File: config.mk
export PLATFORM = sky130hd
export DESIGN_NAME = traffic_fsm
export DESIGN_NICKNAME = d
export VERILOG_FILES = /design/src/rtl/traffic_fsm.sv
export SDC_FILE = /design/constraint.sdc
export NUM_CORES = 1
export LEC_CHECK = 0
export CORE_ASPECT_RATIO = 0.9
export CORE_MARGIN = 5
export CORE_UTILIZATION = 35
export CTS_CLUSTER_DIAMETER = 200
export CTS_CLUSTER_SIZE = 8
export DETAILED_ROUTE_END_ITERATION = 10
export PLACE_DENSITY = 0.72
export SKIP_LAST_GASP = 1
export SYNTH_ARGS = -nofsm -noshare
export SYNTH_HDL_FRONTEND = slang
export SYNTH_SLANG_ARGS = --single-unit
export TNS_END_PERCENT = 20
File: constraint.sdc
create_clock -name clk -period 1.5 [get_ports clk]
set_input_delay 0.3 -clock clk [delete_from_list [all_inputs] [get_ports clk]]
set_output_delay 0.3 -clock clk [all_outputs]
set_load 0.02 [all_outputs]
File: src/rtl/traffic_fsm.sv
// traffic_fsm: highway / farm-road intersection controller.
//
// Consumes the level-type short/long timeouts from the intersection timer and
// a farm-road car sensor, drives both light heads and restarts the timer with a
// one-cycle pulse on every phase change.
//
// Ports:
//   clk             system clock, all logic on the rising edge
//   reset           synchronous, active-high reset
//   car_sensor      farm-road car present (asynchronous to clk)
//   short_timeout   timer short interval elapsed (level)
//   long_timeout    timer long interval elapsed (level)
//   timer_hw_reset  registered pulse: timer restart on highway-side phase entry
//   timer_fw_reset  registered pulse: timer restart on farm-side phase entry
//   hw_light        highway light code
//   fw_light        farm-road light code
//   ctrl_state      current state code (debug)
module traffic_fsm #(
  parameter logic [1:0] LIGHT_GREEN   = 2'd0,
  parameter logic [1:0] LIGHT_YELLOW  = 2'd1,
  parameter logic [1:0] LIGHT_RED     = 2'd2,
  parameter int         USE_CLEARANCE = 1
) (
  input  logic       clk,
  input  logic       reset,
  input  logic       car_sensor,
  input  logic       short_timeout,
  input  logic       long_timeout,
  output logic       timer_hw_reset,
  output logic       timer_fw_reset,
  output logic [1:0] hw_light,
  output logic [1:0] fw_light,
  output logic [2:0] ctrl_state
);

  typedef enum logic [2:0] {
    ST_HG    = 3'd0,
    ST_HY    = 3'd1,
    ST_AR_HF = 3'd2,
    ST_FG    = 3'd3,
    ST_FY    = 3'd4,
    ST_AR_FH = 3'd5
  } state_t;

  state_t state_r;
  state_t next_state_s;
  logic   recover_s;
  logic   hw_pulse_s;
  logic   fw_pulse_s;
  logic   entry_r;
  logic   car_meta_r;
  logic   car_sync_r;
  logic   car_pending_r;

  // Highway light code shown in a given state.
  function automatic logic [1:0] hw_light_of(input state_t s);
    logic [1:0] l;
    case (s)
      ST_HG:   l = LIGHT_GREEN;
      ST_HY:   l = LIGHT_YELLOW;
      default: l = LIGHT_RED;
    endcase
    return l;
  endfunction

  // Farm-road light code shown in a given state.
  function automatic logic [1:0] fw_light_of(input state_t s);
    logic [1:0] l;
    case (s)
      ST_FG:   l = LIGHT_GREEN;
      ST_FY:   l = LIGHT_YELLOW;
      default: l = LIGHT_RED;
    endcase
    return l;
  endfunction

  // Next-state decision. While a timer pulse is high (entry_r) the timeouts
  // still reflect the previous phase, so every transition is masked.
  always_comb begin
    next_state_s = state_r;
    recover_s    = 1'b0;
    case (state_r)
      ST_HG: begin
        // car_pending_r is the registered flag: a car first seen on this
        // same edge does not count yet.
        if (!entry_r && long_timeout && car_pending_r) next_state_s = ST_HY;
        else                                           next_state_s = state_r;
      end
      ST_HY: begin
        if (!entry_r && short_timeout)
          next_state_s = (USE_CLEARANCE != 0) ? ST_AR_HF : ST_FG;
        else
          next_state_s = state_r;
      end
      ST_AR_HF: begin
        if (!entry_r && short_timeout) next_state_s = ST_FG;
        else                           next_state_s = state_r;
      end
      ST_FG: begin
        // Long timeout ends the phase regardless of car_sync; the short
        // timeout ends it early once the farm road has emptied.
        if (!entry_r && (long_timeout || (short_timeout && !car_sync_r)))
          next_state_s = ST_FY;
        else
          next_state_s = state_r;
      end
      ST_FY: begin
        if (!entry_r && short_timeout)
          next_state_s = (USE_CLEARANCE != 0) ? ST_AR_FH : ST_HG;
        else
          next_state_s = state_r;
      end
      ST_AR_FH: begin
        if (!entry_r && short_timeout) next_state_s = ST_HG;
        else                           next_state_s = state_r;
      end
      default: begin
        // Unused codes 6/7: recover to HG and restart the timer from both sides.
        next_state_s = ST_HG;
        recover_s    = 1'b1;
      end
    endcase
  end

  // Timer restart pulse selection for the state being entered.
  always_comb begin
    hw_pulse_s = 1'b0;
    fw_pulse_s = 1'b0;
    if (recover_s) begin
      hw_pulse_s = 1'b1;
      fw_pulse_s = 1'b1;
    end else if (next_state_s != state_r) begin
      case (next_state_s)
        ST_HG, ST_HY, ST_AR_HF: hw_pulse_s = 1'b1;
        ST_FG, ST_FY, ST_AR_FH: fw_pulse_s = 1'b1;
        default: begin
          hw_pulse_s = 1'b0;
          fw_pulse_s = 1'b0;
        end
      endcase
    end else begin
      hw_pulse_s = 1'b0;
      fw_pulse_s = 1'b0;
    end
  end

  // State, lights, timer pulses, car synchronizer and pending-car flag.
  always_ff @(posedge clk) begin
    if (reset) begin
      state_r        <= ST_HG;
      hw_light       <= LIGHT_GREEN;
      fw_light       <= LIGHT_RED;
      timer_hw_reset <= 1'b0;
      timer_fw_reset <= 1'b0;
      entry_r        <= 1'b0;
      car_meta_r     <= 1'b0;
      car_sync_r     <= 1'b0;
      car_pending_r  <= 1'b0;
    end else begin
      state_r        <= next_state_s;
      hw_light       <= hw_light_of(next_state_s);
      fw_light       <= fw_light_of(next_state_s);
      timer_hw_reset <= hw_pulse_s;
      timer_fw_reset <= fw_pulse_s;
      entry_r        <= hw_pulse_s | fw_pulse_s;
      car_meta_r     <= car_sensor;
      car_sync_r     <= car_meta_r;
      // Serving the farm road consumes the request; a car seen on any other
      // edge (re)arms it.
      if ((next_state_s == ST_FG) && (state_r != ST_FG))
        car_pending_r <= 1'b0;
      else if (car_sync_r)
        car_pending_r <= 1'b1;
      else
        car_pending_r <= car_pending_r;
    end
  end

  assign ctrl_state = state_r;

endmodule

==> flow_summary.ini <==
[run_status]
status = finished, violations left
failed_checks = setup timing

[cells_and_area]
layout.cells.most_common = dfxtp_1
final_cell_mix = dfxtp_1 (13), clkdlybuf4s50_1 (11), nor2_1 (8), buf_4 (6)
fill_cells = 138
fin_util_pct = 53.0
layout-drive-gt1-share_pct = 25.0
nNetsFinal = 86
synthToLayoutAreaGrowth_pct = 41.2
diodes = 0

[grt]
grt_overflow = 0
grt_first_pass_wirelength_um = 2050
grt_pass1_vias = 476
grt_max_degree = 8
track_usage_pct = 11.6
antenna_found_initial = 0

[place]
port_buffers = 13
place.gp.congestion = 0.828
dp_hpwl_um = 920
pre_cts_ws_ns = -0.322

[pwr]
peakVddDrop_uv = 618
p_per_area_nw_per_um2 = 977
netSwitchingFraction_pct = 27.6
comb_power_share_pct = 22.8
p_int_mw = 0.555
switchingPower_mw = 0.212
seqPwrFrac_pct = 50.0
p_leak_nw = 0.326
power_mw = 0.767
p_clk_share_pct = 27.2

[route]
firstDrtPassIters = 4
routedWlPerCell_um = 11.7
dr_wl_met2_um = 477
via_count = 479
vias_per_cell = 4.70
highest_layer = met4
wl_met3_um = 73
drt_wl_total_um = 1190
final_antenna_net_count = 0
route.layer.met1.wl_um = 630
drc = 0
drt_first_iter_violations = 11

[critical_path]
cp_top_family = buffers and inverters
rr_endpoint = fw_light[1]
end_kind = output pin
cp_slowest_cell = clkdlybuf4s50_1
crit_buf_inv = 1
max_stage_delay_ns = 0.60
worst_r2r_path_depth = 5
crit_type = reg -> out
path_cells = clkdlybuf4s50_1
crit_cells = 1
crit_path_max_fanout = 2
reg2reg_slack_ns = 0.13
crit_arrival_ns = 1.21
worstPathRequired_ns = 1.20
reg2reg_from = car_sync_r
cp-start-kind = flop
worstSetupEndpoint = ctrl_state[1]
startpoint = ctrl_state[1]

[synthesis]
ys_warn_count = 0
synth_area_um2 = 556
synth.avg_cell_area_um2 = 9.42
synth_top_area_share_pct = 46.8
yosysSeqAreaShare_pct = 46.8
synth_cells = 59
synth_cell_type_count = 29
yosysTopAreaCell = dfxtp_1
synth_nets = 64
synth_seq_cells = 13
synth_area_leaders = dfxtp_1 (47%), nor2_1 (5.4%), nor3_2 (3.6%)

[clocking]
clock_latency_ns = 0.27
numCtsBuffers = 3
cts_tree = yes
root_buffer = clkbuf_4
cts_buffer_depth = 2
clk_pin_slew_worst_paths_ns = 0.07
post-cts-setup-buffers = 0
clkSinkCount = 13
cts_hold_buf = 0
htreeDepth = 1

[timing]
fmax_mhz = 662
layout_setup_ws_ns = -0.00973
period_share_pct = 101
hold_viol_final = 0
fin_setup_tns_ns = -0.00973
rsz0062_at_grt = yes
setup_viol = 1
slew_headroom_pct = 80.6
skew_ns = 0.00359
fin_crit_ns = 1.51
drv_slew = 0
tightest_slew_ns = 0.290

[run]
max_cap_viol_count = 0

[hold_path]
hold_class = reg -> reg

[die]
die_height_um = 47.8
fp.coreArea_um2 = 1480
rows = 13
initial_core_util_pct = 37.5
pin_count = 14
die_area_um2 = 2490
die_x_um = 52.0
-- cells by family (layout without fill, tap and decap cells) --
group                     after synthesis  count (layout)  synth area share, %
buffers and inverters                   7              28                 6.08
and+or+nand+nor                        26              26                 25.9
AOI/OAI and AO/OA                      11              11                 17.8
DFF                                    13              13                 46.8
xor gates and xnor gates                1               1                 1.58
muxes                                   1               1                 1.80
-- stage by stage --
stage	cell area, µm²	cells	hold slack [ns]
2_1_floorplan	556	59	0.386
3_3_place_gp	743	98	0.418
3_5_place_dp	743	98	0.425
4_1_cts	768	102	0.444
5_1_grt	785	102	0.469
6_report	785	102	0.440
-- power groups by stage --
stage	Sequential [mW]	Combinational (mW)	Clock [mW]
floorplan	0.408	0.0793	0
global placement	0.390	0.168	0
detailed placement	0.391	0.169	0
CTS	0.382	0.170	0.214
global route	0.387	0.193	0.239
finish	0.384	0.175	0.208
-- layer usage --
| metal | vias up | global-route usage (%) |
|---|---|---|
| li1 | 246 | - |
| met1 | 213 | 15.8 |
| met2 | 16 | 15.8 |
| met3 | 4 | 4.98 |
| met4 | 0 | 4.71 |
| met5 | - | 0 |
-- registers in the layout (all words and copies together), names as in the netlist --
register	flops
car_meta_r	1
car_pending_r	1
car_sync_r	1
ctrl_state	3
entry_r	1
fw_light	2
hw_light	2
timer_fw_reset	1
timer_hw_reset	1
-- worst min path at each step --
stage | start | end | slack [ns] | cells past startpoint
CTS | car_meta_r | car_sync_r | 0.44 | 1
floorplan | reset | timer_fw_reset | 0.39 | 1
global route | car_meta_r | car_sync_r | 0.47 | 1
finish | car_meta_r | car_sync_r | 0.44 | 1
detailed placement | car_meta_r | car_sync_r | 0.42 | 1
global placement | car_meta_r | car_sync_r | 0.42 | 1
-- what timing repair did --
item / in CTS / in global routing
setup endpoints to repair: 6 / 13
pin swaps: 0 / 1
gates resized for setup: 1 / 5
-- cell type report --
| type | instances | area [µm²] | share of cell area [%] |
|---|---|---|---|
| clock buffers | 4 | 26.3 | 3.35 |
| inverters | 5 | 18.8 | 2.39 |
| multi-input cells | 39 | 275 | 35.1 |
| flip-flops and latches | 13 | 260 | 33.2 |
| well taps | 22 | 27.5 | 3.51 |
| repair buffers | 19 | 176 | 22.5 |
-- synth_stat cells --
cell and number:
and2_4 1, nor2_2 1, a211oi_1 2, a21oi_1 1
and2b_2 1, clkbuf_1 1, xor2_1 1, nand4_1 1
and3_1 1, nor3_2 2, a32oi_1 1, nor3b_1 1
a31oi_1 1, o2111ai_1 1, nor3_1 2, nor2_1 8
nand2_1 4, buf_6 1, o21ai_1 1, a211oi_2 1
mux2i_1 1, or2_1 1, o311ai_2 1, o21ai_0 1
inv_2 1, dfxtp_1 13, inv_1 4, nor2b_1 3
a41oi_2 1
No activity file was read; power rests on OpenSTA's default activity.
==> RTL change 1, RTL diff (same settings) <==
Add an input register stage for `car_sensor`, `short_timeout` and `long_timeout`, with the module's reset; this delays them by one clock.
--- a/src/rtl/traffic_fsm.sv
+++ b/src/rtl/traffic_fsm.sv
@@ -42,6 +42,22 @@
     ST_AR_FH = 3'd5
   } state_t;
 
+  logic car_sensor_q;
+  logic short_timeout_q;
+  logic long_timeout_q;
+
+  always_ff @(posedge clk) begin
+    if (reset) begin
+      car_sensor_q    <= '0;
+      short_timeout_q <= '0;
+      long_timeout_q  <= '0;
+    end else begin
+      car_sensor_q    <= car_sensor;
+      short_timeout_q <= short_timeout;
+      long_timeout_q  <= long_timeout;
+    end
+  end
+
   state_t state_r;
   state_t next_state_s;
   logic   recover_s;
@@ -83,35 +99,35 @@
       ST_HG: begin
         // car_pending_r is the registered flag: a car first seen on this
         // same edge does not count yet.
-        if (!entry_r && long_timeout && car_pending_r) next_state_s = ST_HY;
+        if (!entry_r && long_timeout_q && car_pending_r) next_state_s = ST_HY;
         else                                           next_state_s = state_r;
       end
       ST_HY: begin
-        if (!entry_r && short_timeout)
+        if (!entry_r && short_timeout_q)
           next_state_s = (USE_CLEARANCE != 0) ? ST_AR_HF : ST_FG;
         else
           next_state_s = state_r;
       end
       ST_AR_HF: begin
-        if (!entry_r && short_timeout) next_state_s = ST_FG;
+        if (!entry_r && short_timeout_q) next_state_s = ST_FG;
         else                           next_state_s = state_r;
       end
       ST_FG: begin
         // Long timeout ends the phase regardless of car_sync; the short
         // timeout ends it early once the farm road has emptied.
-        if (!entry_r && (long_timeout || (short_timeout && !car_sync_r)))
+        if (!entry_r && (long_timeout_q || (short_timeout_q && !car_sync_r)))
           next_state_s = ST_FY;
         else
           next_state_s = state_r;
       end
       ST_FY: begin
-        if (!entry_r && short_timeout)
+        if (!entry_r && short_timeout_q)
           next_state_s = (USE_CLEARANCE != 0) ? ST_AR_FH : ST_HG;
         else
           next_state_s = state_r;
       end
       ST_AR_FH: begin
-        if (!entry_r && short_timeout) next_state_s = ST_HG;
+        if (!entry_r && short_timeout_q) next_state_s = ST_HG;
         else                           next_state_s = state_r;
       end
       default: begin
@@ -163,7 +179,7 @@
       timer_hw_reset <= hw_pulse_s;
       timer_fw_reset <= fw_pulse_s;
       entry_r        <= hw_pulse_s | fw_pulse_s;
-      car_meta_r     <= car_sensor;
+      car_meta_r     <= car_sensor_q;
       car_sync_r     <= car_meta_r;
       // Serving the farm road consumes the request; a car seen on any other
       // edge (re)arms it.
Check against the original RTL: not equivalent (a bounded check fails within 10 cycles, from zero or initial values and one cycle with reset high).
==> RTL change 1 against the unedited design <==
The flow still finishes with violations (setup timing); worst hold slack improved by 0.0054 ns; cell area rose by 13%; worst setup slack got worse by 0.026 ns; area after synthesis rose by 18%; clock skew rose by 0.0048 ns; via count rose by 12%; sequential share of layout area rose by 2.9 points; count of clock-buffer cells in the layout did not move; non-clock buffer count fell by 1; wire length rose by 13%; maximum frequency fell by 1.7%; sequential cell count rose by 3; largest cell class unchanged; highest routed layer unchanged.
Power is not compared: it rests on default switching activity, and its combinational part moved more than twofold at a synthesized area within 25%.
==> RTL change 1: results <==
metrics = {
    "timing": {
        "max_slew.worst_pin.slew_ns": 0.440,
        "finalSetupViolations": 6,
        "skew_ns": 0.00837,
        "fin_ws_ns": -0.0354,
    },
    "setup_path": {
        "crit_family": "buffers and inverters",
        "path_max_fanout": 2,
        "cp.arrival_ns": 1.24,
        "crit_path_max_incr_delay_ns": 0.60,
        "worst_path_max_delay_cell": "clkdlybuf4s50_1",
    },
    "synth": {
        "synth_ff_type": "dfxtp_1",
        "synth_nets": 68,
        "yosysSeqAreaShare_pct": 48.9,
        "synthArstFlopShare_pct": 0,
        "synth.distinct_cells": 29,
        "yosys-top-cells-area": "dfxtp_1 (49%), nor2b_1 (5.7%), nor2_1 (3.4%), nor3b_1 (3.4%), and2b_2 (2.7%)",
        "synth.avg_cell_area_sq_um": 10.4,
        "yosys_warnings": 0,
        "synthTopCellsByCount": "dfxtp_1 (16), nor2_1 (6), nor2b_1 (6)",
    },
    "clock_tree": {
        "htree_levels": 1,
        "cts.clk_slew.worst_paths_ns": 0.10,
        "cts_root_buf": "clkbuf_4",
        "clock_path_buffers": 2,
        "postCtsSetupBuffers": 0,
        "clock_latency_ns": 0.29,
        "numCtsBuffers": 3,
        "cts_resized": 1,
    },
    "grt": {
        "antenna_found_initial": 0,
        "grt_pass1_wl_um": 2330,
        "grt_max_degree": 10,
        "gr-usage-all-layers_pct": 10.6,
        "grt_pass1_vias": 512,
    },
    "drt": {
        "drt_pass1_iterations": 4,
        "drt_wl_total_um": 1340,
        "wl_per_cell_um": 12.4,
        "num_vias": 535,
        "drt-initial-drc-count": 7,
    },
    "finish": {
        "final_nets": 90,
        "largest_register_ffs": 3,
        "final_layout_size_suffix_gt1_share_pct": 23.8,
        "diodes": 0,
        "fill_cells": 150,
    },
    "place": {
        "dp.cells": 104,
        "globalplace.congestion": 0.797,
        "place_area_sq_um": 850,
        "dp_hpwl_um": 1040,
        "portBuffers": 13,
        "dp_slack_ns": 0.0958,
    },
    "run_status": {
        "violations": "setup timing",
        "status": "complete, but fails checks",
    },
    "pwr": {
        "leakage_nw": 0.362,
        "ir_drop_v": 0.000557,
    },
    "worst_hold_path": {
        "holdCritPathClass": "flip-flop to flip-flop",
    },
}
RTL change 1: where the power goes:
part | switching [mW] | internal [mW] | total (mW)
logic | 0.0212 | 0.0290 | 0.0502
clock network | 0.142 | 0.148 | 0.290
registers | 0.00521 | 0.433 | 0.439
total | 0.168 | 0.610 | 0.779
RTL change 1: cell families after synthesis:
family                 synth area share, %
AOI/OAI and AO/OA                     20.8
buffers and inverters                 1.72
DFF                                   48.9
and+or+nand+nor                       28.6
RTL change 1: cell type report:
class | instances | area (sq um) | area share, %
inverters | 2 | 7.51 | 0.846
flip-flops and latches | 16 | 320 | 36.1
repair buffers | 18 | 169 | 19.0
multi-input cells | 44 | 324 | 36.5
well taps | 24 | 30.0 | 3.39
clock buffers | 4 | 36.3 | 4.09
RTL change 1: routing by layer:
layer,up-vias,track usage (%),share of wire [%]
met3,2,5.54,7.7
met5,-,0,0
met2,16,16.5,46
met4,0,3.64,0.60
li1,262,-,-
met1,255,12.6,46
RTL change 1: path summary, 6_finish.rpt:
path	startpoint	slack (ns)	depth (start not counted)	endpoint
worst min register to register	car_meta_r	0.45	1	car_sync_r
worst max register to register	short_timeout_q	0.09	4	entry_r
worst max-delay path	ctrl_state[1]	-0.04	1	ctrl_state[1]
worst min-delay path	car_meta_r	0.45	1	car_sync_r
RTL change 1: per-stage QoR:
stage               setup TNS (ns)  utilization, %
floorplan                        0               -
global placement                 0            49.0
detailed placement               0            49.0
CTS                         -0.332            51.0
global route                -0.475            51.2
finish                     -0.0936            51.2
==> RTL change 2, RTL diff (same settings) <==
Made on the original files. Set the parameter `USE_CLEARANCE` to 0 (it was 1).
--- a/src/rtl/traffic_fsm.sv
+++ b/src/rtl/traffic_fsm.sv
@@ -19,7 +19,7 @@
   parameter logic [1:0] LIGHT_GREEN   = 2'd0,
   parameter logic [1:0] LIGHT_YELLOW  = 2'd1,
   parameter logic [1:0] LIGHT_RED     = 2'd2,
-  parameter int         USE_CLEARANCE = 1
+  parameter int         USE_CLEARANCE = 0
 ) (
   input  logic       clk,
   input  logic       reset,
Function: changed (Yosys sat finds a counterexample within 10 cycles, from zero or initial values and one cycle with reset high).
==> RTL change 2 against the unedited design <==
The flow still finishes with violations (setup timing); sequential power shrank 5%; die area grew 4.9%; worst setup slack lost 0.028 ns; cell area grew 6.7%; first-iteration DRC count shrank 73%; area after synthesis grew 6.1%; worst hold slack gained 0.0077 ns; wire length grew 12%; combinational power shrank 34%; power shrank 9.0%; critical path depth is the same; sequential cell count is the same.
==> RTL change 2: results <==
metrics = {
    "drt": {
        "drt_wl_total_um": 1340,
        "drt_pass1_iterations": 4,
        "num_vias": 559,
        "wl_met1_um": 594,
        "wl_met2_um": 638,
        "wl_per_cell_um": 11.8,
        "drt-initial-drc-count": 3,
        "met3_length_um": 86,
    },
    "grt": {
        "grt_max_degree": 14,
        "grt_use_met1_pct": 13.7,
        "antenna_found_initial": 0,
        "gr-usage-all-layers_pct": 11.7,
        "grt_pass1_vias": 514,
        "met3_usage_pct": 5.50,
        "grt_pass1_wl_um": 2240,
        "grt_util_met2_pct": 17.8,
    },
    "timing": {
        "skew_ns": 0.00244,
        "finalSetupViolations": 2,
        "fin_ws_ns": -0.0378,
        "relSlewSlack_pct": 76.9,
    },
    "synth": {
        "yosys_warnings": 0,
        "synthTopCellsByCount": "dfxtp_1 (13), o21ai_0 (7), nor2b_1 (5)",
        "yosysSeqAreaShare_pct": 44.2,
        "synth_nets": 71,
        "synth.distinct_cells": 27,
        "synth.avg_cell_area_sq_um": 8.93,
        "yosys-top-cells-area": "dfxtp_1 (44%), o21ai_0 (5.9%), nor2b_1 (5.3%), a21oi_1 (3.4%), nor3_1 (3.4%)",
        "synthArstFlopShare_pct": 0,
    },
    "setup_path": {
        "r2r-start": "ctrl_state[2]",
        "path_max_fanout": 3,
        "worst_path_max_delay_cell": "clkdlybuf4s50_1",
        "cp.arrival_ns": 1.24,
        "crit_path_start": "ctrl_state[0]",
        "crit_path_max_incr_delay_ns": 0.61,
        "crit_family": "buffers and inverters",
    },
    "place": {
        "dp.cells": 110,
        "place_area_sq_um": 810,
        "dp_slack_ns": -0.198,
        "dp_hpwl_um": 1010,
        "globalplace.congestion": 0.819,
        "portBuffers": 13,
    },
    "worst_hold_path": {
        "hold_start": "car_meta_r",
        "holdCritPathClass": "flip-flop to flip-flop",
    },
    "finish": {
        "final_layout_size_suffix_gt1_share_pct": 20.0,
        "diodes": 0,
        "fill_cells": 164,
        "postLayoutCellArea_sq_um": 837,
        "final_nets": 96,
    },
    "run_status": {
        "violations": "setup timing",
        "status": "complete, but fails checks",
    },
    "pwr": {
        "ir_drop_v": 0.000664,
        "leakage_nw": 0.361,
    },
    "clock_tree": {
        "clock_path_buffers": 2,
        "cts_resized": 1,
        "clock_latency_ns": 0.28,
        "cts_root_buf": "clkbuf_4",
        "htree_levels": 1,
        "numCtsBuffers": 3,
    },
}
## RTL change 2: cell count changes in the layout (fill, tap and decap cells not counted), sizes merged, moves of 2 or more
cell	unedited run	this run
nand2	4	1
nor2	9	4
inv	5	3
nand3b	0	2
a21oi	1	5
a31oi	1	3
nand2b	0	2
nor2b	3	6
buf	6	10
a211oi	3	0
o21ai	2	7
## RTL change 2: final timing paths
kind / to / cells past startpoint / slack [ns]
worst max-delay path: ctrl_state[0] / 1 / -0.04
worst min-delay path: car_sync_r / 1 / 0.45
worst max register to register: timer_hw_reset / 5 / 0.16
worst min register to register: car_sync_r / 1 / 0.45
## RTL change 2: report_power, final
group	switching, mW	internal [mW]	total [mW]
logic	0.0571	0.0575	0.115
clock network	0.114	0.103	0.218
registers	0.00676	0.358	0.365
total	0.178	0.519	0.697
## RTL change 2: through the flow
| step | setup TNS [ns] | util [%] |
|---|---|---|
| after detailed placement | -1.37 | 49.7 |
| final | -0.0401 | 51.4 |
| after global routing | -0.294 | 51.4 |
| after CTS | -0.130 | 51.2 |
| after floorplan | 0 | - |
| after global placement | -1.15 | 49.7 |
## RTL change 2: cell type report
| class | count | area share [%] |
|---|---|---|
| Clock buffer | 4 | 3.14 |
| Inverter | 3 | 1.35 |
| Multi-Input combinational cell | 47 | 36.2 |
| Sequential cell | 13 | 31.1 |
| Tap cell | 24 | 3.59 |
| Timing Repair Buffer | 23 | 24.7 |
## RTL change 2: kinds of logic (layout without fill, tap and decap cells)
kind of cell	Yosys count	after routing	synth area share, %
flip-flops	13	13	44.2
buffers and inverters	6	30	4.46
XOR/XNOR	1	1	1.49
AO/OA/AOI/OAI	20	20	22.1
AND/OR/NAND/NOR	26	26	27.8
